<file path="config.mk">
export PLATFORM = sky130hd
export DESIGN_NAME = seq_multiplier
export DESIGN_NICKNAME = d
export VERILOG_FILES = /design/src/rtl/mult_pkg.sv /design/src/rtl/mult_step.sv /design/src/rtl/seq_multiplier.sv
export SDC_FILE = /design/constraint.sdc
export NUM_CORES = 1
export LEC_CHECK = 0
export ABC_AREA = 1
export CORE_UTILIZATION = 59
export CTS_BUF_LIST = sky130_fd_sc_hd__clkbuf_8
export DETAILED_ROUTE_END_ITERATION = 8
export PLACE_DENSITY = 0.87
export SETUP_SLACK_MARGIN = 0.15
export SLEW_MARGIN = 30
export SYNTH_ARGS = -nofsm -noshare
export SYNTH_HDL_FRONTEND = slang
export SYNTH_HIERARCHICAL = 1
export SYNTH_SLANG_ARGS = --single-unit
</file>
<file path="constraint.sdc">
create_clock -name Clk -period 5.5 [get_ports Clk]
set_input_delay 0.825 -clock Clk [delete_from_list [all_inputs] [get_ports Clk]]
set_output_delay 0.825 -clock Clk [all_outputs]
set_load 0.05 [all_outputs]
</file>
<file path="src/rtl/mult_pkg.sv">
//------------------------------------------------------------------------------
// Module   : mult_pkg
// Purpose  : Shared state encoding and operand-extension helper for seq_multiplier.
// Revision : 1.0
//------------------------------------------------------------------------------
`default_nettype none

package mult_pkg;

  localparam int unsigned c_MIN_WIDTH = 2;
  localparam int unsigned c_MAX_WIDTH = 32;

  typedef enum logic [1:0] {
    IDLE = 2'd0,
    RUN  = 2'd1,
    DONE = 2'd2
  } state_t;

  // Extension bit placed above an operand's MSB: copies the sign in signed mode, 0 otherwise.
  function automatic logic ext_w1(input logic msb, input logic signed_mode);
    return signed_mode & msb;
  endfunction

endpackage

`default_nettype wire

</file>
<file path="src/rtl/mult_step.sv">
//------------------------------------------------------------------------------
// Module   : mult_step
// Purpose  : One combinational add/subtract-and-shift iteration of the multiplier.
// Revision : 1.0
//------------------------------------------------------------------------------
`default_nettype none

module mult_step
  import mult_pkg::*;
#(
  parameter int unsigned WIDTH = 8
) (
  input  logic [WIDTH-1:0] i_a,
  input  logic [WIDTH-1:0] i_d,
  input  logic             i_m,
  input  logic             i_last,
  input  logic             i_mode,
  output logic [WIDTH-1:0] o_a_next,
  output logic             o_b_in,
  output logic             o_x_next
);

  logic [WIDTH:0] w_a_ext;
  logic [WIDTH:0] w_d_ext;
  logic [WIDTH:0] w_opnd;
  logic [WIDTH:0] w_sum;

  assign w_a_ext = {ext_w1(i_a[WIDTH-1], i_mode), i_a};
  assign w_d_ext = {ext_w1(i_d[WIDTH-1], i_mode), i_d};

  // Negation happens at WIDTH+1 bits so that -(-2^(N-1)) stays representable.
  always_comb begin
    w_opnd = '0;
    if (i_m) begin
      if (i_last && i_mode) begin
        w_opnd = '0 - w_d_ext;
      end else begin
        w_opnd = w_d_ext;
      end
    end
  end

  assign w_sum    = w_a_ext + w_opnd;
  assign o_a_next = w_sum[WIDTH:1];
  assign o_b_in   = w_sum[0];
  assign o_x_next = i_mode & w_sum[WIDTH];

endmodule

`default_nettype wire

</file>
<file path="src/rtl/seq_multiplier.sv">
//------------------------------------------------------------------------------
// Module   : seq_multiplier
// Purpose  : Sequential shift-add N x N multiplier (signed/unsigned), product in A:B.
// Revision : 1.0
//------------------------------------------------------------------------------
`default_nettype none

module seq_multiplier
  import mult_pkg::*;
#(
  parameter int unsigned WIDTH = 8
) (
  input  logic             Clk,
  input  logic             Reset_n,
  input  logic             Load_B,
  input  logic             Clear_A,
  input  logic             Start,
  input  logic             Signed_Mode,
  input  logic [WIDTH-1:0] Din,
  output logic [WIDTH-1:0] A,
  output logic [WIDTH-1:0] B,
  output logic             X,
  output logic             Busy,
  output logic             Done
);

  localparam int unsigned      c_CW   = $clog2(WIDTH);
  localparam logic [c_CW-1:0]  c_LAST = c_CW'(WIDTH - 1);

  state_t            r_state;
  logic [WIDTH-1:0]  r_a;
  logic [WIDTH-1:0]  r_b;
  logic              r_x;
  logic [WIDTH-1:0]  r_d;
  logic              r_mode;
  logic [c_CW-1:0]   r_count;

  state_t            w_state_nxt;
  logic [WIDTH-1:0]  w_a_nxt;
  logic [WIDTH-1:0]  w_b_nxt;
  logic              w_x_nxt;
  logic [WIDTH-1:0]  w_d_nxt;
  logic              w_mode_nxt;
  logic [c_CW-1:0]   w_count_nxt;

  logic              w_last;
  logic [WIDTH-1:0]  w_step_a;
  logic              w_step_b_in;
  logic              w_step_x;

  assign w_last = (r_count == c_LAST);

  mult_step #(
    .WIDTH (WIDTH)
  ) u_step (
    .i_a      (r_a),
    .i_d      (r_d),
    .i_m      (r_b[0]),
    .i_last   (w_last),
    .i_mode   (r_mode),
    .o_a_next (w_step_a),
    .o_b_in   (w_step_b_in),
    .o_x_next (w_step_x)
  );

  always_ff @(posedge Clk) begin
    if (!Reset_n) begin
      r_state <= IDLE;
      r_a     <= '0;
      r_b     <= '0;
      r_x     <= 1'b0;
      r_d     <= '0;
      r_mode  <= 1'b0;
      r_count <= '0;
    end else begin
      r_state <= w_state_nxt;
      r_a     <= w_a_nxt;
      r_b     <= w_b_nxt;
      r_x     <= w_x_nxt;
      r_d     <= w_d_nxt;
      r_mode  <= w_mode_nxt;
      r_count <= w_count_nxt;
    end
  end

  always_comb begin
    w_state_nxt = r_state;
    w_a_nxt     = r_a;
    w_b_nxt     = r_b;
    w_x_nxt     = r_x;
    w_d_nxt     = r_d;
    w_mode_nxt  = r_mode;
    w_count_nxt = r_count;

    case (r_state)
      IDLE, DONE: begin
        // Load_B and Clear_A outrank Start and freeze the state for that cycle.
        if (Load_B) begin
          w_b_nxt = Din;
          w_a_nxt = '0;
          w_x_nxt = 1'b0;
        end else if (Clear_A) begin
          w_a_nxt = '0;
          w_x_nxt = 1'b0;
        end else if (r_state == IDLE) begin
          if (Start) begin
            w_d_nxt     = Din;
            w_mode_nxt  = Signed_Mode;
            w_a_nxt     = '0;
            w_x_nxt     = 1'b0;
            w_count_nxt = '0;
            w_state_nxt = RUN;
          end
        end else if (!Start) begin
          w_state_nxt = IDLE;
        end
      end

      RUN: begin
        w_a_nxt = w_step_a;
        w_b_nxt = {w_step_b_in, r_b[WIDTH-1:1]};
        w_x_nxt = w_step_x;
        if (w_last) begin
          w_count_nxt = '0;
          w_state_nxt = DONE;
        end else begin
          w_count_nxt = r_count + c_CW'(1);
        end
      end

      default: begin
        w_state_nxt = IDLE;
      end
    endcase
  end

  assign A    = r_a;
  assign B    = r_b;
  assign X    = r_x;
  assign Busy = (r_state == RUN);
  assign Done = (r_state == DONE);

endmodule

`default_nettype wire

</file>
; After elaboration in Yosys (flattened, before gate mapping)
; Index checks and enable logic that the tools add are counted.
[totals]
reg_bits = 31
[classes]
addsub = 3
n_eq_ne = 13
mux = 27
n_bitwise = 5
reduce_logical = 9
[op_table]
columns = cell, n
row1 = two-way mux 8 bit, 5
row2 = case mux 8 bit (2 select lines), 2
row3 = two-way mux 9 bit, 2
row4 = two-way mux 3 bit, 5
row5 = AND reduction 5 bit, 3
row6 = two-way mux 2 bit, 6
row7 = "!= test 2 bit, second input constant", 5
row8 = adder 9 bit, 1
row9 = "subtractor 1 x 9 -> 9 bit, first input constant", 1
row10 = "!= test 4 bit, second input constant", 2
row11 = "!= test 3 bit, second input constant", 2
row12 = case mux 3 bit (2 select lines), 1
row13 = two-way mux 1 bit, 4
row14 = case mux 2 bit (2 select lines), 1
row15 = "adder 3 x 1 -> 3 bit, second input constant", 1
row16 = AND 1 bit, 3
row17 = "== test 3 bit, second input constant", 1
row18 = AND reduction 3 bit, 1
row19 = "== test 2 x 1 -> 1 bit, second input constant", 1
row20 = "== test 2 bit, second input constant", 1
row21 = logical NOT 2 bit, 1
row22 = "!= test 2 x 1 -> 1 bit, second input constant", 1
row23 = inverter 1 bit, 2
row24 = case mux 1 bit (2 select lines), 1
row25 = other kinds (4), 4

; Longest topological paths before layout
[depth]
word_depth = 7
mapped_depth = 18
depth_no_buf = 18

; By module
; The synthesis kept the hierarchy.
[by_module_without_submodules]
columns = module, n_inst, cells_per_inst, area_each_um2, seq_area_each_um2
row1 = seq_multiplier, 1, 167, 1322.5, 620.6
row2 = mult_step, 1, 106, 663.1, 0.0

; Worst setup path after synthesis
; OpenSTA, ideal clock, no wires.
[synth_path]
path_kind = register -> register
startpoint = reg r_count[0]
endpoint = reg r_x, in the netlist X
setup_time_ps = 132
t_arrival_ps = 2190
path_slack_ps = 3178
path_stages_with_launch = 18
n_path_buf = 0
path_cell_list = dfxtp_1 > ha_1 > ha_1 > nand2_2 > inv_4 > nand2_4 > o21a_1 > o21ai_1 > a21oi_1 > ha_1 > nand2_1 > o21ai_1 > a21oi_1 > nand3_2 > nand2_2 > nor2_2 > nand2_1 > a21oi_1
[synth_via]
elab_chain_cells = 7
[synth_lines]
columns = element, line_no
row1 = "start, declared", seq_multiplier.sv:36  ; logic [c_CW-1:0] r_count;
row2 = "start signal, assigned", seq_multiplier.sv:82  ; r_count <= w_count_nxt;
row3 = == test 3 bit, seq_multiplier.sv:51  ; assign w_last = (r_count == c_LAST);
row4 = net w_last, seq_multiplier.sv:46  ; logic w_last;
row5 = logical AND 1 bit, mult_step.sv:35  ; if (i_last && i_mode) begin
row6 = two-way mux 9 bit, mult_step.sv:35
row7 = two-way mux 9 bit, mult_step.sv:34  ; if (i_m) begin
row8 = adder 9 bit, mult_step.sv:43  ; assign w_sum = w_a_ext + w_opnd;
row9 = AND 1 bit, mult_step.sv:46  ; assign o_x_next = i_mode & w_sum[WIDTH];
row10 = net w_step_x, seq_multiplier.sv:49  ; logic w_step_x;
row11 = case mux 1 bit (2 select lines), seq_multiplier.sv:95  ; case (r_state)
row12 = "end signal, assigned", seq_multiplier.sv:79  ; r_x <= w_x_nxt;
row13 = "end, declared", seq_multiplier.sv:33  ; logic r_x;
; The timed path passes the listed nets, and every way through them passes these cells.
; A chain may end at the register's enable or synchronous reset.

; Final worst setup path
[layout_path]
startpoint = reg r_state[0]
endpoint = out Busy
[layout_via]
elab_chain_cells = 1
[layout_lines]
columns = element, line_no
row1 = "start, declared", seq_multiplier.sv:30  ; state_t r_state;
row2 = "start signal, assigned", seq_multiplier.sv:76  ; r_state <= w_state_nxt;
row3 = == test 2 x 1 -> 1 bit, seq_multiplier.sv:140  ; assign Busy = (r_state == RUN);
row4 = "end, declared", seq_multiplier.sv:23  ; output logic Busy,
; Every way passes these cells.

==> run_results.csv <==
group,metric,value,unit
floorplanning,rows,20,
sta,maxSlewHeadroom,0.660,
floorplanning,pin_count,33,
clock_network,cts_htree_levels,2,
detailed_routing,drc,0,
placed_design,pre_cts_slack,2.87,ns
floorplanning,fp.dieW,60.0,um
floorplanning,die_y,60.0,um
setup_path,crit_buf_inv,2,
synthesis,ys_seq_area_frac,0.313,
grt,grt.overflow.total,0,
layout,drive_gt1_frac,0.121,
layout,area.growth.synth_to_final,20.9,%
power_and_ir_drop,pwr_density_cell,228,mW/mm^2
sta,drv_slew,0,
setup_path,path_class,"register to output port",
power_and_ir_drop,ir_drop,212,uV
synthesis,synth_edf_count,0,
grt,grt_pass1_wl,7620,um
clock_network,cts_made_buffers,5,
layout,final_common_cell,"a21oi_1",
detailed_routing,via_per_inst,5.34,
power_and_ir_drop,switching_share,0.294,
hold_path,hold_path.class,"register to register",
synthesis,synth-seq-cells,31,
power_and_ir_drop,leakage,1.06,nW
clock_network,cts_root_buf,"clkbuf_8",
setup_path,path_cells,"nand2_4 > inv_2 > clkdlybuf4s50_1",
sta,fin_skew,0.00611,ns
sta,min_period_over_period,0.537,
detailed_routing,wl_per_cell,13.1,um
setup_path,crit_slowest_cell,"clkdlybuf4s50_1",
detailed_routing,postRouteAntennaNets,0,
sta,tns,0,ns
grt,grt_pass1_vias,1694,
sta,worstMarginPinSlew,0.509,ns
clock_network,ctsResizeCount,0,
synthesis,yosysWarnings,6,
status,outcome,"finished, final reports clean",
layout,final_cell_mix,"a21oi_1, nand2_1, inv_1",
sta,hold_violations,0,
detailed_routing,vias,1868,
floorplanning,core_area,0.00313,mm^2
grt,grt_max_degree,20,
synthesis,synth.distinct_cells,32,
power_and_ir_drop,total_power,0.548,mW
synthesis,synth_flop_cell,"dfxtp_1",
layout,nets,331,
detailed_routing,drt_iter0_markers,148,
setup_path,cp-start-kind,"register",
synthesis,synthArstFlopShare,0,
sta,rsz0062_at_grt,"false",
detailed_routing,drt-total-wl,4590,um
placed_design,io_buffer_count,32,
clock_network,clkSinkCount,31,
sta,fmax,339,MHz
sta,fin_crit,2.95,ns
power_and_ir_drop,comb_power_share,0.195,
detailed_routing,dr.pass1.iters,4,
floorplanning,start_util,0.635,
grt,grt_usage,0.286,
power_and_ir_drop,internal_power,0.387,mW
placed_design,dp_hpwl,3310,um
power_and_ir_drop,p_sw,0.161,mW
setup_path,critPathArrivalTime,2.13,ns
synthesis,syn_avg_cell_area,7.27,um^2
clock_network,cts_setup_buffers,0,
clock_network,clkTransAtPathRegs,0.06,ns
layout,antenna_cells,0,
clock_network,cts_tree,"yes",
sta,finalSetupViolations,0,
job,maxCapViolations,0,
clock_network,insertion_delay,0.29,ns
synthesis,syn-num-nets,299,
sta,layout_setup_ws,2.55,ns
layout,final.fill_count,242,
setup_path,slowest_delay,0.85,ns
synthesis,syn_area,0.00199,mm^2
layout,utilization,0.768,
setup_path,required,4.68,ns
setup_path,cp_max_fo,13,
placed_design,gp_congestion,0.834,
clock_network,cts.path.max_buffers,2,
power_and_ir_drop,seq_power_share,0.448,
setup_path,path_delay_family,"buffers and inverters",
power_and_ir_drop,clkPwrFrac,0.357,
clock_network,cts_hold_buf,0,
setup_path,cp-end-kind,"output port",
synthesis,synthCells,273,
grt,antenna_found_initial,0,
floorplanning,die_area,0.00360,mm^2
sequential cells by signal, summed over array words and instances, names as in the netlist:
| name | cells |
|---|---|
| A | 8 |
| B | 8 |
| r_d | 8 |
| r_count | 3 |
| r_state | 2 |
| X | 1 |
| r_mode | 1 |
stage by stage:
| step | hold WS, ns | area (um^2) | std cells |
|---|---|---|---|
| 2_1_floorplan | 0.423 | 1990 | 273 |
| 3_5_place_dp | 0.444 | 2300 | 342 |
| 3_3_place_gp | 0.439 | 2300 | 342 |
| 5_1_grt | 0.492 | 2400 | 350 |
| 6_report | 0.450 | 2400 | 350 |
| 4_1_cts | 0.454 | 2400 | 350 |
layout make-up:
cell class / count / area (um^2) / area share
clock buffers: 7 / 96.3 / 0.0401
flip-flops and latches: 31 / 621 / 0.258
multi-input cells: 193 / 1130 / 0.471
inverters: 42 / 174 / 0.0724
repair buffers: 32 / 320 / 0.133
well taps: 44 / 55.1 / 0.0229
clock inverters: 1 / 3.75 / 0.00156
cell usage after synthesis, types with 4 or more instances:
library cell | count | share of area
xor2_1 | 6 | 0.026
dfxtp_1 | 31 | 0.31
nand3_1 | 19 | 0.048
nand2_2 | 4 | 0.013
a21oi_1 | 43 | 0.11
nand2_1 | 42 | 0.079
o21ai_1 | 4 | 0.010
nor3_1 | 4 | 0.010
inv_1 | 32 | 0.060
o21ai_0 | 26 | 0.066
nand3_2 | 5 | 0.025
inv_2 | 8 | 0.015
ha_1 | 11 | 0.069
nor2_1 | 11 | 0.021
buf_6 | 4 | 0.023
final timing paths:
| kind | start | end | slack, ns | cells after the start |
|---|---|---|---|---|
| max | r_state[0] | Busy | 2.55 | 3 |
| min | r_d[6] | r_d[6] | 0.45 | 2 |
| max reg2reg | r_count[0] | A[6] | 2.79 | 14 |
| min reg2reg | r_d[6] | r_d[6] | 0.45 | 2 |
layer usage:
layer  share of wire  global-route usage
met4           0.014              0.0797
met2            0.48               0.448
met5               0                   0
met1            0.45               0.397
met3           0.048              0.0584
worst register-to-register path, cell delays in order (launching register included):
cell and delay [ns]:
dfxtp_1 0.34, ha_1 0.17, ha_1 0.24, nand2_2 0.17, nor2_1 0.18, o21ai_0 0.09, a21oi_1 0.17, ha_1 0.32
a21oi_1 0.25, nand2_1 0.13, nand4_1 0.09, nand3_1 0.09, xor2_1 0.18, nand2_1 0.07, a21oi_1 0.14
power by group through the flow:
| stage | sequential [mW] | clock (mW) | combinational (mW) |
|---|---|---|---|
| after floorplan | 0.267 | 0 | 0.0577 |
| after global placement | 0.249 | 0 | 0.104 |
| after detailed placement | 0.250 | 0 | 0.106 |
| after CTS | 0.245 | 0.198 | 0.107 |
| after global routing | 0.247 | 0.208 | 0.116 |
| final | 0.245 | 0.196 | 0.107 |
kinds of logic (layout without fill, tap and decap cells):
logic type,count (synthesis),in the layout,synth area share
compound gates,80,80,0.221
xor+xnor,6,6,0.0265
fa+ha+maj,12,12,0.0794
buf+inv,49,82,0.118
flops,31,31,0.313
simple gates,95,95,0.243
Note: power is estimated with default switching activity, not from simulation.
